--- src/rtl/mem_scheduler_pkg.sv ---
// Shared types and constants for the three-port memory scheduler.
package mem_scheduler_pkg;

    typedef enum logic [1:0] {
        IDLE  = 2'd0,
        ISSUE = 2'd1,
        CAPT  = 2'd2,
        ACK   = 2'd3
    } state_t;

    localparam logic [1:0] PORT_0  = 2'd0;
    localparam logic [1:0] PORT_1  = 2'd1;
    localparam logic [1:0] PORT_2  = 2'd2;
    localparam logic [1:0] NO_PORT = 2'b11;

    // Round-robin successor; NO_PORT is treated like PORT_2 so port 0 follows it.
    function automatic logic [1:0] next_port(input logic [1:0] p);
        return (p == PORT_0) ? PORT_1 :
               (p == PORT_1) ? PORT_2 : PORT_0;
    endfunction

endpackage

--- src/rtl/mem_scheduler_arb.sv ---
// rr_arbiter3: combinational round-robin arbiter for three requesters.
// Search starts at the port after last_grant and wraps 2 -> 0.
module rr_arbiter3
    import mem_scheduler_pkg::*;
(
    input  logic [2:0] req,
    input  logic [1:0] last_grant,
    output logic [2:0] grant,
    output logic [1:0] grant_idx
);

    logic [1:0] cand;

    // Walk the three ports in rotated priority order, first requester wins.
    always_comb begin
        grant_idx = NO_PORT;
        grant     = '0;
        cand      = next_port(last_grant);
        for (int unsigned i = 0; i < 3; i++) begin
            if (grant_idx == NO_PORT && req[cand]) begin
                grant_idx = cand;
            end
            cand = next_port(cand);
        end
        case (grant_idx)
            PORT_0:  grant = 3'b001;
            PORT_1:  grant = 3'b010;
            PORT_2:  grant = 3'b100;
            default: grant = '0;
        endcase
    end

endmodule

--- src/rtl/mem_scheduler.sv ---
// mem_scheduler: three-port round-robin front end for a synchronous RAM.
// Each transaction runs IDLE -> ISSUE -> CAPT -> ACK (4 cycles).
// Optional grant counters enabled with `define MEM_SCHED_STATS_EN.
module mem_scheduler
    import mem_scheduler_pkg::*;
#(
    parameter int ADDR_W = 8,
    parameter int DATA_W = 8
) (
    input  logic              clk,
    input  logic              reset,
    input  logic [2:0]        req,
    input  logic [ADDR_W-1:0] addr_0,
    input  logic [ADDR_W-1:0] addr_1,
    input  logic [ADDR_W-1:0] addr_2,
    input  logic [DATA_W-1:0] wdata_0,
    input  logic [DATA_W-1:0] wdata_1,
    input  logic [DATA_W-1:0] wdata_2,
    input  logic [2:0]        we,
    output logic [2:0]        ack,
    output logic [DATA_W-1:0] rdata,
    output logic              mem_en,
    output logic [ADDR_W-1:0] mem_addr,
    output logic [DATA_W-1:0] mem_di,
    output logic              mem_we,
    input  logic [DATA_W-1:0] mem_do,
    output logic [15:0]       stat_grants_0,
    output logic [15:0]       stat_grants_1,
    output logic [15:0]       stat_grants_2
);

    state_t            state_q, state_d;
    logic [1:0]        last_grant_q, last_grant_d;
    logic              gnt_we_q, gnt_we_d;
    logic [2:0]        ack_q, ack_d;
    logic [DATA_W-1:0] rdata_q, rdata_d;
    logic              mem_en_q, mem_en_d;
    logic              mem_we_q, mem_we_d;
    logic [ADDR_W-1:0] mem_addr_q, mem_addr_d;
    logic [DATA_W-1:0] mem_di_q, mem_di_d;

    logic [2:0]        grant;
    logic [1:0]        grant_idx;
    logic [ADDR_W-1:0] sel_addr;
    logic [DATA_W-1:0] sel_wdata;
    logic              sel_we;

    rr_arbiter3 u_arb (
        .req        (req),
        .last_grant (last_grant_q),
        .grant      (grant),
        .grant_idx  (grant_idx)
    );

    // One-hot select of the granted port's command fields.
    always_comb begin
        sel_addr  = ({ADDR_W{grant[0]}} & addr_0)
                  | ({ADDR_W{grant[1]}} & addr_1)
                  | ({ADDR_W{grant[2]}} & addr_2);
        sel_wdata = ({DATA_W{grant[0]}} & wdata_0)
                  | ({DATA_W{grant[1]}} & wdata_1)
                  | ({DATA_W{grant[2]}} & wdata_2);
        sel_we    = |(grant & we);
    end

    // Next-state and registered outputs; RAM command is live only in ISSUE.
    always_comb begin
        state_d      = state_q;
        last_grant_d = last_grant_q;
        gnt_we_d     = gnt_we_q;
        ack_d        = '0;
        rdata_d      = rdata_q;
        mem_en_d     = 1'b0;
        mem_we_d     = 1'b0;
        mem_addr_d   = '0;
        mem_di_d     = '0;
        case (state_q)
            IDLE: begin
                if (grant_idx != NO_PORT) begin
                    state_d      = ISSUE;
                    last_grant_d = grant_idx;
                    gnt_we_d     = sel_we;
                    mem_en_d     = 1'b1;
                    mem_we_d     = sel_we;
                    mem_addr_d   = sel_addr;
                    mem_di_d     = sel_wdata;
                end
            end
            ISSUE: state_d = CAPT;
            CAPT: begin
                if (!gnt_we_q) begin
                    rdata_d = mem_do;
                end
                case (last_grant_q)
                    PORT_0:  ack_d = 3'b001;
                    PORT_1:  ack_d = 3'b010;
                    PORT_2:  ack_d = 3'b100;
                    default: ack_d = '0;
                endcase
                state_d = ACK;
            end
            ACK:     state_d = IDLE;
            default: state_d = IDLE;
        endcase
    end

    // State and output registers with synchronous reset.
    always_ff @(posedge clk) begin
        if (reset) begin
            state_q      <= IDLE;
            last_grant_q <= PORT_2;
            gnt_we_q     <= 1'b0;
            ack_q        <= '0;
            rdata_q      <= '0;
            mem_en_q     <= 1'b0;
            mem_we_q     <= 1'b0;
            mem_addr_q   <= '0;
            mem_di_q     <= '0;
        end else begin
            state_q      <= state_d;
            last_grant_q <= last_grant_d;
            gnt_we_q     <= gnt_we_d;
            ack_q        <= ack_d;
            rdata_q      <= rdata_d;
            mem_en_q     <= mem_en_d;
            mem_we_q     <= mem_we_d;
            mem_addr_q   <= mem_addr_d;
            mem_di_q     <= mem_di_d;
        end
    end

    assign ack      = ack_q;
    assign rdata    = rdata_q;
    assign mem_en   = mem_en_q;
    assign mem_we   = mem_we_q;
    assign mem_addr = mem_addr_q;
    assign mem_di   = mem_di_q;

`ifdef MEM_SCHED_STATS_EN
    logic [15:0] stat_q [3];
    logic [15:0] stat_d [3];
    logic        take;

    assign take = (state_q == IDLE) && (grant_idx != NO_PORT);

    // Saturating per-port grant counters.
    always_comb begin
        for (int unsigned i = 0; i < 3; i++) begin
            stat_d[i] = stat_q[i];
            if (take && grant[i] && stat_q[i] != 16'hFFFF) begin
                stat_d[i] = stat_q[i] + 16'd1;
            end
        end
    end

    // Counter registers.
    always_ff @(posedge clk) begin
        if (reset) begin
            stat_q <= '{default: '0};
        end else begin
            stat_q <= stat_d;
        end
    end

    assign stat_grants_0 = stat_q[0];
    assign stat_grants_1 = stat_q[1];
    assign stat_grants_2 = stat_q[2];
`else
    assign stat_grants_0 = '0;
    assign stat_grants_1 = '0;
    assign stat_grants_2 = '0;
`endif

endmodule

--- config.mk ---
export PLATFORM = sky130hd
export DESIGN_NAME = mem_scheduler
export DESIGN_NICKNAME = d
export VERILOG_FILES = /design/src/rtl/mem_scheduler_pkg.sv /design/src/rtl/mem_scheduler_arb.sv /design/src/rtl/mem_scheduler.sv
export SDC_FILE = /design/constraint.sdc
export NUM_CORES = 1
export LEC_CHECK = 0
export CAP_MARGIN = 20
export CORE_MARGIN = 2
export CORE_UTILIZATION = 25
export CTS_CLUSTER_DIAMETER = 30
export DETAILED_ROUTE_END_ITERATION = 16
export PLACE_DENSITY = 0.71
export SLEW_MARGIN = 20
export SYNTH_ARGS = -nofsm -noshare
export SYNTH_HDL_FRONTEND = slang
export SYNTH_SLANG_ARGS = --single-unit
--- constraint.sdc ---
create_clock -name clk -period 2.7 [get_ports clk]
set_input_delay 0.54 -clock clk [delete_from_list [all_inputs] [get_ports clk]]
set_output_delay 0.54 -clock clk [all_outputs]
set_load 0.02 [all_outputs]
==> qor.csv, run 1 <==
metric;value;unit
overflow;0;
clockBufferDepth;2;
slew_viol_final;0;
layout-drive-gt1-share;0.06909;
cp.required;2.86;ns
cts_sinks;34;
rsz0062_at_grt;no;
die_w;86.35;um
yosysUniqueCellTypes;28;
die_y;86.35;um
num-nets-final;341;
yosys.area_share.simple;0.1159;
n_antenna_cell;0;
syn_avg_cell_area;9.578;um^2
io-pin-count;141;
synth_area_leaders;dfxtp_1, buf_4, a222oi_1;
track_usage;0.1130;
io_buffers;92;
postSynthCellCount;177;
synth_top_cell_by_area;dfxtp_1;
finalSetupTns;0;ns
fin_skew;0.001839;ns
synth.ff_latch_count;34;
critPathArrivalTime;2.18;ns
ys_seq_area_frac;0.4015;
outcome;complete, no violations;
dp_hpwl;3519;um
cts_buffers;5;
synth_warnings;0;
powerDensity;688.4;nW/um^2
clock_latency;0.28;ns
post-route-period-util;0.7467;
drc;0;
layout_commonest_cell;clkdlybuf4s50_1;
ir_worst_vdd;0.1868;mV
cts_resized;0;
place_area;2532;um^2
areaGrowthSynthToFinish;54.76;%
antenna_left;0;
ctsHoldBuffers;0;
core_area;6681;um^2
setup_violations;0;
firstDrtPassIters;7;
grt_max_degree;19;
hold_path_class;flip-flop to flip-flop;
grt_pass1_vias;1380;
p_leak;1.078;nW
viasPerCell;4.276;
h-tree-depth;2;
cts_tree;built;
clock-root-buffer;clkbuf_8;
crit_path_start_kind;input port;
cp_max_fo;10;
synth.area.mux_share;0.05314;
cts_setup_buffers;0;
crit_path_end_kind;flip-flop;
drv_cap;0;
synth_top_family_by_area;buffers and inverters;
hold_viol_final;0;
initial_core_util;0.2537;
vias;1518;
synth-xor-area-share;0;
wl_per_cell;12.28;um
synth_compound_gate_area_share;0.1483;
fmax;0.4960;GHz
synth.top_cell.area_share;0.4015;
layout_common_cells;clkdlybuf4s50_1, conb_1, dfxtp_1, nor2_1, a222oi_1;
yosys.area_share.adder;0.02214;
syn_area;1695;um^2
clkTransAtPathRegs;0.07;ns
grt_pass1_wl;6389;um
drt-initial-drc-count;73;
routed_wirelength;4359;um
antenna_found_initial;0;
die_area;7456;um^2
place_congestion;0.6967;
min_period;2.016;ns
rows;30;
crit_type;input port to flip-flop;
post-route-util;0.3927;
stdcell_area;2624;um^2
## per-stage QoR
stage                     hold slack, ns  std cells  setup slack [ns]  power [mW]
after floorplan                   0.4472        224             1.132       1.169
after CTS                         0.4794        355            0.6872       1.836
after global placement            0.4606        347            0.4583       1.425
final                             0.4785        355            0.6838       1.806
after global routing              0.5105        355            0.6178       1.922
after detailed placement          0.4703        347            0.3850       1.443
## per-layer routing
layer,track usage,vias up,share of wire
li1,-,720,-
met1,0.1088,698,0.36
met2,0.2196,94,0.52
met3,0.04476,6,0.11
met4,0.03125,0,0.010
met5,0,-,0
## critical path, cell delays in order
cell,delay [ns]
clkdlybuf4s50_1,0.56
nand2b_1,0.11
a22o_1,0.35
buf_4,0.24
a222oi_1,0.30
nor2_1,0.07
## Yosys cell counts (all sizes together)
| master | n |
|---|---|
| a222oi | 16 |
| nor4b | 1 |
| mux2i | 9 |
| or2 | 1 |
| inv | 4 |
| o21ai | 1 |
| nand3b | 1 |
| clkbuf | 2 |
| o2bb2ai | 1 |
| conb | 1 |
| nor2 | 30 |
| a22o | 1 |
| a21oi | 2 |
| nor4bb | 2 |
| ha | 3 |
| a221o | 1 |
| a211oi | 1 |
| nor2b | 3 |
| nand2b | 2 |
| nand2 | 2 |
| a221oi | 1 |
| buf | 55 |
| a22oi | 2 |
| o31ai | 1 |
| dfxtp | 34 |
## logic make-up after synthesis
| group | Yosys count |
|---|---|
| buf+inv | 61 |
| flops | 34 |
| fa+ha+maj | 3 |
| compound gates | 27 |
| other cells | 1 |
| simple gates | 42 |
| mux | 9 |
## area by class of cell
| type | count | area (um^2) |
|---|---|---|
| fill | 670 | 4058 |
| timing repair buffer | 100 | 980.9 |
| multi-input combinational | 129 | 755.7 |
| sequential | 34 | 680.7 |
| tap | 80 | 100.1 |
| clock buffer | 7 | 86.33 |
| inverter | 4 | 15.01 |
| clock inverter | 1 | 5.005 |
## report_power, final
part / switching, mW / leakage (nW) / internal [mW] / total, mW
Combinational: 0.405 / 0.751 / 0.372 / 0.777
Sequential: 0.0435 / 0.278 / 0.601 / 0.644
Clock: 0.179 / 0.0482 / 0.206 / 0.385
Total: 0.628 / 1.08 / 1.18 / 1.81
## final timing paths
path	from	to	slack, ns	depth (start not counted)
worst min register to register	gnt_we_q	gnt_we_q	0.48	2
worst max register to register	last_grant_q[1]	mem_di[1]	1.06	5
worst min-delay path	gnt_we_q	gnt_we_q	0.48	2
worst max-delay path	req[2]	mem_di[1]	0.68	6
## sequential cells by signal, summed over array words and instances, names as in the netlist
signal and cells:
mem_addr 8, state_q 2, rdata 8, last_grant_q 2, mem_en 1, mem_di 8
mem_we 1, ack 3, gnt_we_q 1
Note: power is estimated with default switching activity, not from simulation.
==> run 2, diff against run 1 <==
--- a/config.mk
+++ b/config.mk
@@ -10,7 +10,7 @@
 export CORE_UTILIZATION = 25
 export CTS_CLUSTER_DIAMETER = 30
 export DETAILED_ROUTE_END_ITERATION = 16
-export PLACE_DENSITY = 0.71
+export PLACE_DENSITY = 0.73
 export SLEW_MARGIN = 20
 export SYNTH_ARGS = -nofsm -noshare
 export SYNTH_HDL_FRONTEND = slang
==> constraint.sdc (replaced) <==
create_clock -name clk -period 1.7 [get_ports clk]
set_input_delay 0.34 -clock clk [delete_from_list [all_inputs] [get_ports clk]]
set_output_delay 0.34 -clock clk [all_outputs]
set_load 0.02 [all_outputs]
==> qor.csv, run 2 (synthesis gave the netlist of run 1 again) <==
metric;value;unit;change
hold_viol_final;0;;unchanged
routed_wirelength;4520;um;+3.7%
powerDensity;1083;nW/um^2;+57%
ir_worst_vdd;0.3417;mV;+83%
post-route-period-util;0.9522;;
setup_violations;0;;unchanged
crit_type;input port to flip-flop;;
outcome;complete, but fails checks;;
holdWs;0.4753;ns;-0.003207 ns
critPathSlowestCell;clkdlybuf4s50_1;;
vias;1534;;+1.1%
violations;DRC;;
overflow;0;;unchanged
num-nets-final;348;;+2.1%
cts_sinks;34;;unchanged
cts_setup_buffers;0;;unchanged
wl_per_cell;12.52;um;+2.0%
layout_commonest_cell;clkdlybuf4s50_1;;
fin_skew;0.004392;ns;+0.002553 ns
initial_core_util;0.2537;;unchanged
r2r_start;last_grant_q[0];;
multi_input_area;762.0;um^2;+0.83%
io-pin-count;141;;unchanged
io_buffers;92;;unchanged
cp.required;1.87;ns;-0.99 ns
die_area;7456;um^2;unchanged
min_period;1.619;ns;
layout-drive-gt1-share;0.09609;;+0.02699
drt-initial-drc-count;93;;+27%
layout_common_cells;clkdlybuf4s50_1, conb_1, dfxtp_1, nor2_1, a222oi_1;;
drv_cap;0;;unchanged
cts_buffers;5;;unchanged
rows;30;;unchanged
crit_path_end_kind;flip-flop;;
hold_path_class;flip-flop to flip-flop;;
grt_pass1_vias;1439;;+4.3%
r2r_slack;0.18;ns;-0.88 ns
track_usage;0.1183;;+0.005361
path_cells;clkdlybuf4s50_1 -> nor2b_1 -> a22o_2 -> buf_4 -> a222oi_1 -> nor2_1;;
n_antenna_cell;0;;unchanged
grt_pass1_wl;6837;um;+7.0%
ctsHoldBuffers;0;;unchanged
post-route-util;0.4037;;+0.01105
core_area;6681;um^2;unchanged
clock-root-buffer;clkbuf_8;;
die_w;86.35;um;unchanged
final-seq-area;680.7;um^2;unchanged
fill_cells;666;;-0.60%
worstSetupEndpoint;mem_di[7];;
crit_path_start;req[0];;
cp_max_fo;7;;-3
rsz0062_at_grt;no;;
r2r-end;mem_di[7];;
grt_max_degree;17;;-2
antenna_found_initial;0;;unchanged
fmax;0.6178;GHz;
die_y;86.35;um;unchanged
clkTransAtPathRegs;0.07;ns;about the same
antenna_left;0;;unchanged
slowest_delay;0.56;ns;about the same
cts_resized;0;;unchanged
areaGrowthSynthToFinish;59.11;%;
cts_tree;built;;
critPathArrivalTime;1.79;ns;-0.39 ns
p_leak;1.130;nW;+4.8%
clock_latency;0.28;ns;about the same
slew_viol_final;0;;unchanged
viasPerCell;4.249;;-0.63%
dp_hpwl;3553;um;+0.97%
r2r_cells;5;;unchanged
clockBufferDepth;2;;unchanged
crit_path_start_kind;input port;;
place_congestion;0.7397;;+6.2%
power;2.921;mW;+62%
firstDrtPassIters;10;;+3
drc;1;;+1
h-tree-depth;2;;unchanged
-- run 2: metal layers --
metal | up-vias | GRT usage | part of all wire
met4 | 0 | 0.04545 | 0.011
met5 | - | 0 | 0
met2 | 87 | 0.2077 | 0.50
met3 | 5 | 0.03714 | 0.095
li1 | 735 | - | -
met1 | 707 | 0.1334 | 0.39
-- run 2: critical path, delay by kind of cell --
family,cells,cell delay [ns]
compound gates,2,0.56
simple gates,2,0.15
buf+inv,2,0.73
-- run 2: worst min-delay path by stage --
stage	startpoint	end	slack [ns]	cells past startpoint
global placement	gnt_we_q	gnt_we_q	0.47	2
finish	gnt_we_q	gnt_we_q	0.48	2
CTS	gnt_we_q	gnt_we_q	0.48	2
detailed placement	gnt_we_q	gnt_we_q	0.47	2
global route	gnt_we_q	gnt_we_q	0.53	2
floorplan	gnt_we_q	gnt_we_q	0.45	2
-- run 2: through the flow --
| stage | instances | setup WS, ns | area [um^2] | TNS (ns) |
|---|---|---|---|---|
| after detailed placement | 354 | -0.2380 | 2610 | -3.563 |
| after floorplan | 224 | 0.2702 | 1872 | 0 |
| final | 361 | 0.08124 | 2698 | 0 |
| after CTS | 361 | 0.06709 | 2689 | 0 |
| after global placement | 354 | -0.1973 | 2610 | -2.977 |
| after global routing | 361 | 0.008030 | 2698 | 0 |
-- run 2: layout make-up --
cell class / count / area share
inverters: 4 / 0.005566
multi-input cells: 129 / 0.2825
repair buffers: 107 / 0.3933
flip-flops and latches: 34 / 0.2523
clock inverters: 2 / 0.003711
clock buffers: 5 / 0.02551
well taps: 80 / 0.03711
-- run 2: report_power, final --
group	switching (mW)	leakage, nW	internal [mW]
clock network	0.289	0.0438	0.275
registers	0.0753	0.278	0.954
logic	0.658	0.808	0.669
